--- src/rtl/haz_pkg.sv ---
// Shared field positions, slot descriptor and decode helper for the hazard
// detector and its FSM companion.
package haz_pkg;

  localparam int unsigned NREG_DEFAULT = 4;
  localparam int unsigned REG_W        = 2;

  localparam int unsigned UI_VALID  = 0;
  localparam int unsigned UI_LOAD   = 1;
  localparam int unsigned UI_MEM    = 2;
  localparam int unsigned UI_BRANCH = 3;
  localparam int unsigned UI_PRED   = 4;
  localparam int unsigned UI_WRITES = 5;
  localparam int unsigned UI_STALL  = 6;
  localparam int unsigned UI_FLUSH  = 7;

  localparam int unsigned UIO_RD_LO   = 0;
  localparam int unsigned UIO_RS1_LO  = 2;
  localparam int unsigned UIO_RS2_LO  = 4;
  localparam int unsigned UIO_RESOLVE = 6;
  localparam int unsigned UIO_TAKEN   = 7;

  localparam int unsigned UO_DATA     = 7;
  localparam int unsigned UO_STR      = 6;
  localparam int unsigned UO_CTRL     = 5;
  localparam int unsigned UO_BRANCH   = 4;
  localparam int unsigned UO_FWRD     = 3;
  localparam int unsigned UO_CRCT     = 2;
  localparam int unsigned UO_PROTO    = 1;
  localparam int unsigned UO_ID_VALID = 0;

  typedef struct packed {
    logic             valid;
    logic             is_load;
    logic             mem_access;
    logic             is_branch;
    logic             pred_taken;
    logic             writes_rd;
    logic [REG_W-1:0] rd;
    logic [REG_W-1:0] rs1;
    logic [REG_W-1:0] rs2;
  } slot_t;

  // Invalid instructions collapse to an all-zero bubble.
  function automatic slot_t decode(input logic [7:0] ui, input logic [7:0] uio);
    slot_t s;
    s = '0;
    if (ui[UI_VALID]) begin
      s.valid      = 1'b1;
      s.is_load    = ui[UI_LOAD];
      s.mem_access = ui[UI_MEM];
      s.is_branch  = ui[UI_BRANCH];
      s.pred_taken = ui[UI_PRED];
      s.writes_rd  = ui[UI_WRITES];
      s.rd         = uio[UIO_RD_LO  +: REG_W];
      s.rs1        = uio[UIO_RS1_LO +: REG_W];
      s.rs2        = uio[UIO_RS2_LO +: REG_W];
    end
    return s;
  endfunction

endpackage

--- src/rtl/haz_slot.sv ---
// One shadow-pipeline stage register; exposes its next value so flags can be
// registered in the same edge the slot updates.
module haz_slot
  import haz_pkg::*;
(
  input  logic  clk,
  input  logic  rst_n,
  input  logic  load,
  input  logic  bubble,
  input  logic  hold,
  input  slot_t d,
  output slot_t q,
  output slot_t nxt_c
);

  // Bubble wins over hold, hold wins over load.
  always_comb begin
    nxt_c = q;
    if (bubble)      nxt_c = '0;
    else if (hold)   nxt_c = q;
    else if (load)   nxt_c = d;
  end

  always_ff @(posedge clk) begin
    if (!rst_n) q <= '0;
    else        q <= nxt_c;
  end

endmodule

--- src/rtl/tt_um_haz_detect.sv ---
// Hazard detector: tracks ID/EX/MEM shadow slots and reports data, structural
// and control hazards with one cycle of latency.
module tt_um_haz_detect
  import haz_pkg::*;
#(
  parameter int unsigned NREG = NREG_DEFAULT
) (
  input  logic       clk,
  input  logic       rst_n,
  input  logic       ena,
  input  logic [7:0] ui_in,
  input  logic [7:0] uio_in,
  output logic [7:0] uo_out,
  output logic [7:0] uio_out,
  output logic [7:0] uio_oe
);

  slot_t id_d, id_q, id_n, ex_q, ex_n, mem_q, mem_n;
  logic  stall, flush, resolve, taken;
  logic  bp_q, bp_n, pp_q, pp_n, perr_q, perr_n;
  logic  ex_hit_c, mem_hit_c, br_enter_c, branch_c;
  logic [7:0] flags_c;
  logic  unused_c;

  assign stall    = ui_in[UI_STALL];
  assign flush    = ui_in[UI_FLUSH];
  assign resolve  = uio_in[UIO_RESOLVE];
  assign taken    = uio_in[UIO_TAKEN];
  assign id_d     = decode(ui_in, uio_in);
  assign uio_out  = 8'h00;
  assign uio_oe   = 8'h00;
  assign unused_c = ena;

  haz_slot u_id (
    .clk(clk), .rst_n(rst_n), .load(1'b1), .bubble(flush), .hold(stall),
    .d(id_d), .q(id_q), .nxt_c(id_n)
  );

  haz_slot u_ex (
    .clk(clk), .rst_n(rst_n), .load(1'b1), .bubble(flush | stall), .hold(1'b0),
    .d(id_q), .q(ex_q), .nxt_c(ex_n)
  );

  haz_slot u_mem (
    .clk(clk), .rst_n(rst_n), .load(1'b1), .bubble(1'b0), .hold(1'b0),
    .d(ex_q), .q(mem_q), .nxt_c(mem_n)
  );

  // A producer matters only if it writes a real, non-zero register.
  function automatic logic produces(input slot_t p, input slot_t c);
    return p.valid && p.writes_rd && (p.rd != REG_W'(0)) && (32'(p.rd) < NREG)
           && ((p.rd == c.rs1) || (p.rd == c.rs2));
  endfunction

  always_comb begin
    ex_hit_c   = id_n.valid && produces(ex_n, id_n);
    mem_hit_c  = id_n.valid && produces(mem_n, id_n);
    br_enter_c = ex_n.valid && ex_n.is_branch;
    branch_c   = resolve && bp_q;

    bp_n = bp_q;
    pp_n = pp_q;
    if (br_enter_c) begin
      bp_n = 1'b1;
      pp_n = ex_n.pred_taken;
    end else if (resolve || flush) begin
      bp_n = 1'b0;
    end
    perr_n = perr_q || (resolve && !bp_q);

    flags_c              = 8'h00;
    flags_c[UO_DATA]     = ex_hit_c || mem_hit_c;
    flags_c[UO_FWRD]     = (ex_hit_c || mem_hit_c) && !(ex_hit_c && ex_n.is_load);
    flags_c[UO_STR]      = id_n.valid && id_n.mem_access && mem_n.valid && mem_n.mem_access;
    flags_c[UO_CTRL]     = (id_n.valid && id_n.is_branch) || bp_n;
    flags_c[UO_BRANCH]   = branch_c;
    flags_c[UO_CRCT]     = branch_c && (pp_q == taken);
    flags_c[UO_PROTO]    = perr_n;
    flags_c[UO_ID_VALID] = id_n.valid;
  end

  always_ff @(posedge clk) begin
    if (!rst_n) begin
      bp_q   <= 1'b0;
      pp_q   <= 1'b0;
      perr_q <= 1'b0;
      uo_out <= 8'h00;
    end else begin
      bp_q   <= bp_n;
      pp_q   <= pp_n;
      perr_q <= perr_n;
      uo_out <= flags_c;
    end
  end

endmodule

--- config.mk ---
export PLATFORM = sky130hd
export DESIGN_NAME = tt_um_haz_detect
export DESIGN_NICKNAME = d
export VERILOG_FILES = /design/src/rtl/haz_pkg.sv /design/src/rtl/haz_slot.sv /design/src/rtl/tt_um_haz_detect.sv
export SDC_FILE = /design/constraint.sdc
export NUM_CORES = 1
export LEC_CHECK = 0
export ABC_CLOCK_PERIOD_IN_PS = 2300
export CORE_AREA = 8 8 75 77
export CTS_CLUSTER_SIZE = 12
export DETAILED_ROUTE_END_ITERATION = 8
export DIE_AREA = 0 0 83 85
export SLEW_MARGIN = 15
export SYNTH_ARGS = -nofsm -noshare
export SYNTH_HDL_FRONTEND = slang
export SYNTH_SLANG_ARGS = --single-unit
--- constraint.sdc ---
create_clock -name clk -period 2.3 [get_ports clk]
set_input_delay 0.46 -clock clk [delete_from_list [all_inputs] [get_ports clk]]
set_output_delay 0.46 -clock clk [all_outputs]
set_load 0.01 [all_outputs]
# == After elaboration in Yosys (flattened, before gate mapping) ==
# Cells that the tools add are included.
# word_totals
register_bits,28
wordCells,60
# op_classes
n_eq_ne,5
n_mux,6
bitwise_logic,2
n_reduce_logical,30
# ops
op,n
$mux 12,4
$logic_and 1x1->1,18
$eq 2x2->1,4
$logic_or 1x1->1,6
$reduce_bool 2->1,2
$reduce_or 2->1,2
$logic_not 1->1,2
$mux 1,2
$eq 1x1->1,1
$not 1->1,1
$or 1x1->1,1

# == Depth between registers and ports, before layout ==
# depth
ltp_word,10
mapped_depth,7
depth_no_buf,5

# == Cells and area by module ==
# From an unflattened synthesis, not the netlist that was laid out.
# unflattened
hier_cells,233
hier_area_um2,2155.8
# modules_own_cells
mod,n_inst,cells_each,area_per_inst_um2,seq_area_each_um2
haz_slot,3,53,499.2,240.2
tt_um_haz_detect,1,74,658.1,200.2

# == Least setup slack after synthesis ==
# OpenSTA, ideal clock, no wires.
# synth_timing
kind,input to register
start,input port ui_in[6]
end,register uo_out[3]
arrival_time_ns,1.573
required_ns,2.222
setup_slack_ns,0.649
stages,6
path_buffers,1
path_cell_list,buf_6 > or2_4 > o221a_1 > nor4_1 > o21ai_1 > a32oi_1
# synth_via
elab_chain_len,9
elab_cells_between_ends,21
# synth_rtl
element,line,text
start: declaration,tt_um_haz_detect.sv:11,"input logic [7:0] ui_in,"
$or 1x1->1 / $mux 12 (equally long branches),"tt_um_haz_detect.sv:40, haz_slot.sv:20",
$mux 12,haz_slot.sv:19,if (bubble) nxt_c = '0;
$eq 2x2->1 (tied with other cells),tt_um_haz_detect.sv:52,&& ((p.rd == c.rs1) || (p.rd == c.rs2));
$logic_or 1x1->1 / $logic_and 1x1->1 (equally long branches),"tt_um_haz_detect.sv:52, tt_um_haz_detect.sv:51",
$logic_and 1x1->1,tt_um_haz_detect.sv:52,
$logic_and 1x1->1,tt_um_haz_detect.sv:56,"ex_hit_c = id_n.valid && produces(ex_n, id_n);"
$logic_and 1x1->1,tt_um_haz_detect.sv:73,flags_c[UO_FWRD] = (ex_hit_c || mem_hit_c) && !(ex_hit_c && ex_n.is_load);
$logic_not 1->1,tt_um_haz_detect.sv:73,
$logic_and 1x1->1 (*),tt_um_haz_detect.sv:73,
end signal: assignment,tt_um_haz_detect.sv:92,uo_out <= flags_c;
end: declaration,tt_um_haz_detect.sv:13,"output logic [7:0] uo_out,"
# Mark *: on every way between the ends. The rest lies on a longest branch, timed or not.
# A chain may end at the register's enable or synchronous reset.

# == Worst setup path in the final report ==
# Same ends and word-level chain as after synthesis.

==> results.md <==
| Metric | This run | Unit |
| --- | --- | --- |
| Status | complete, no violations | - |
| Library cell occupying the most area in the post-synthesis netlist | sky130_fd_sc_hd__dfxtp_1 | - |
| Top-level port count | 43 | - |
| Final non-filler cell area | 1630 | um^2 |
| CTS tree | built | - |
| Setup repair after global routing missed its margin | no | - |
| Buffers added on ports | 25 | - |
| Area of placed instances | 1560 | um^2 |
| Cell area after synthesis | 1280 | um^2 |
| Hold_buf cts | 0 | - |
| Sequential cell fraction of total power | 47.7 | % |
| Number of buffers on the longest clock path | 2 | - |
| Internal power | 0.751 | mW |
| TritonCTS Sinks | 26 | - |
| Post-route core utilization | 35.9 | % |
| Crit path capture type | register | - |
| Ratio of cells with drive above 1 in the final layout | 8.77 | % |
| Horizontal die dimension | 83 | um |
| Clock tree skew after final layout | 0.00141 | ns |
| Dominant cells by area after synthesis | sky130_fd_sc_hd__dfxtp_1 (41%), sky130_fd_sc_hd__buf_4 (11%), sky130_fd_sc_hd__a22oi_1 (4.1%) | - |
| Pins over their slew limit | 0 | - |
| Total global-route track usage | 8.14 | % |
| Total Die Area | 7060 | um^2 |
| Number of gates resized after CTS | 0 | - |
| Instance count of the mapped netlist | 142 | - |
| Remaining DRCs | 0 | - |
| Path category of the worst min-delay check | register to register | - |
| Critical path fanouts, max | 12 | - |
| # rows | 25 | - |
| Final instance count without filler cells | 225 | - |
| CP arrival | 2.13 | ns |
| Number of global-route vias before repair | 1,078 | - |
| Clock transition at the registers of the reported paths | 0.09 | ns |
| Worst hold slack | 0.463 | ns |
| Max H-tree Level | 1 | - |
| Hpwl dp | 2300 | um |
| Min Clock Period, post-route | 1.93 | ns |
| Proportion of netlist area held by the largest area contributor | 40.7 | % |
| ANT nets after route | 0 | - |
| Number of buffers inserted during clock tree synthesis | 3 | - |
| Flip-flop cell with the highest count after synthesis | sky130_fd_sc_hd__dfxtp_1 | - |
| CP Class | input pin to register | - |
| Top delay family on crit path | buffers and inverters | - |
| Crit share post-route | 83.9 | % |
| Crit path launch type | input pin | - |
| Overall via count from detail_route | 1,037 | - |
| Total of max-cap violations | 0 | - |
| Largest vdd supply drop | 215 | uV |
| Max stage delay on crit path | 0.51 | ns |
| Part of the total power dissipated in the clock network | 39.4 | % |
| Mean routed wirelength per cell | 13.0 | um |
| Standard cell core area | 4540 | um^2 |
| Initial antenna violation count | 0 | - |
| Per-cell via count in the routed design | 4.61 | - |
| Buffer type at the clock tree root | sky130_fd_sc_hd__clkbuf_8 | - |
| Filler Cell Count | 475 | - |
| Leakage power | 0.661 | nW |
| Number of diodes added for antenna fixing | 0 | - |
| Syn-to-layout area delta | 27.1 | % |
| First-pass iteration count of the detailed router | 4 | - |
| Required arrival time at the worst endpoint | 2.50 | ns |
| Post-layout net count | 191 | - |
| Synth Area per Inst | 9.01 | um^2 |
| Instance count after placement with tap cells included | 221 | - |
| #FFs+latches synth | 26 | - |
| Remaining global-route overflow | 0 | - |
| Placer Congestion | 0.809 | - |
| Total length of routed wires | 2930 | um |
| Distinct cell type count after synthesis | 35 | - |
| Crit path cell chain | clkdlybuf4s50_1, buf_4, nand2b_1, o221ai_1, a221o_1, and2_1, a32oi_1 | - |
| Power density cells | 594 | nW/um^2 |
| First-pass GRT wire length | 4930 | um |
| Post-placement worst setup slack | 0.0727 | ns |
| Buffer count from post-CTS setup fixing | 0 | - |
| Part of the total power dissipated in combinational logic | 12.9 | % |
| Register-to-register path setup slack | 0.83 | ns |
| Count of endpoints failing setup in the final report | 0 | - |
| Post-Route Setup TNS | 0 | ns |
| Critical-path cell with the highest stage delay | sky130_fd_sc_hd__clkdlybuf4s50_1 | - |
| Sequential-to-total area share from yosys stat | 40.7 | % |
| Chip Height | 85 | um |
| Total buffers and inverters traversed by the critical path | 2 | - |
| Switching power | 0.215 | mW |
| Net Sw Frac | 22.2 | % |
| Endpoints failing hold | 0 | - |
| Peak clock frequency supported by timing | 518 | MHz |
| Yosys synthesis warning count | 0 | - |
| Share of flip-flops with an asynchronous set or reset | 0 | % |
| Clk_lat worst skew | 0.27 | ns |
| Setup ws final | 0.370 | ns |
| Overall power consumption | 0.966 | mW |
| Number of flops mapped to enable cells by yosys | 0 | - |
| Pin count of the biggest net entering global routing | 16 | - |
| Initial standard-cell utilization of the core | 28.2 | % |
| Drt initial violations | 74 | - |
| Most frequent cell after synthesis | sky130_fd_sc_hd__dfxtp_1 | - |
| Cell types with the highest counts after synthesis | sky130_fd_sc_hd__dfxtp_1 (26), sky130_fd_sc_hd__buf_4 (19), sky130_fd_sc_hd__nor2_1 (11) | - |
-- final cells by class --
| type | count | area [um^2] | area share (%) |
|---|---|---|---|
| Clock buffer | 3 | 41.3 | 2.54 |
| Clock inverter | 1 | 30.0 | 1.85 |
| Inverter | 2 | 7.51 | 0.462 |
| Multi-Input combinational cell | 104 | 634 | 39.0 |
| Sequential cell | 26 | 520 | 32.0 |
| Tap cell | 54 | 67.6 | 4.15 |
| Timing Repair Buffer | 35 | 325 | 20.0 |
-- cell usage in the layout (no fill, tap or decap), types with 7 or more instances in the layout --
cell type / instances
sky130_fd_sc_hd__nor2_1: 11
sky130_fd_sc_hd__buf_4: 10
sky130_fd_sc_hd__a22oi_1: 7
sky130_fd_sc_hd__nand3b_1: 7
sky130_fd_sc_hd__conb_1: 16
sky130_fd_sc_hd__dfxtp_1: 26
sky130_fd_sc_hd__nand2_1: 10
sky130_fd_sc_hd__clkdlybuf4s50_1: 25
sky130_fd_sc_hd__and3_1: 7
-- final timing paths --
check / startpoint / endpoint / cells past startpoint
setup / recovery: ui_in[6] / uo_out[3]$_SDFF_PN0_ / 7
hold / removal: u_ex.q[9]$_SDFF_PP0_ / uo_out[6]$_SDFF_PN0_ / 1
hold reg to reg: u_ex.q[9]$_SDFF_PP0_ / uo_out[6]$_SDFF_PN0_ / 1
setup reg to reg: u_id.q[4]$_SDFFE_PP0N_ / uo_out[3]$_SDFF_PN0_ / 5
-- routing by layer --
layer  global-route usage [%]  wire [um]  up-vias
li1                         -          -      539
met1                     9.36       1350      472
met2                     13.9       1420       24
met3                     1.92        134        2
met4                     3.83         24        0
met5                        0          0        -
-- power groups by stage --
stage | logic, mW | clock network (mW) | registers (mW)
global placement | 0.124 | 0 | 0.471
CTS | 0.124 | 0.389 | 0.461
floorplan | 0.0875 | 0 | 0.470
detailed placement | 0.124 | 0 | 0.471
global route | 0.137 | 0.404 | 0.462
finish | 0.124 | 0.381 | 0.461
-- state kept, by name, summed over array words and instances (netlist names) --
name,count
u_id.q,11
uo_out,8
u_ex.q,5
bp_q,1
pp_q,1
-- logic make-up (layout without fill, tap and decap cells) --
group,count (synthesis),count (layout),share of synthesized area [%]
and+or+nand+nor,50,50,21.5
AOI/OAI and AO/OA,35,35,21.1
buffers and inverters,27,41,14.2
DFF,26,26,40.7
muxes,2,2,1.56
other,1,16,0.293
xor gates and xnor gates,1,1,0.684
(Power assumes the default switching activity.)
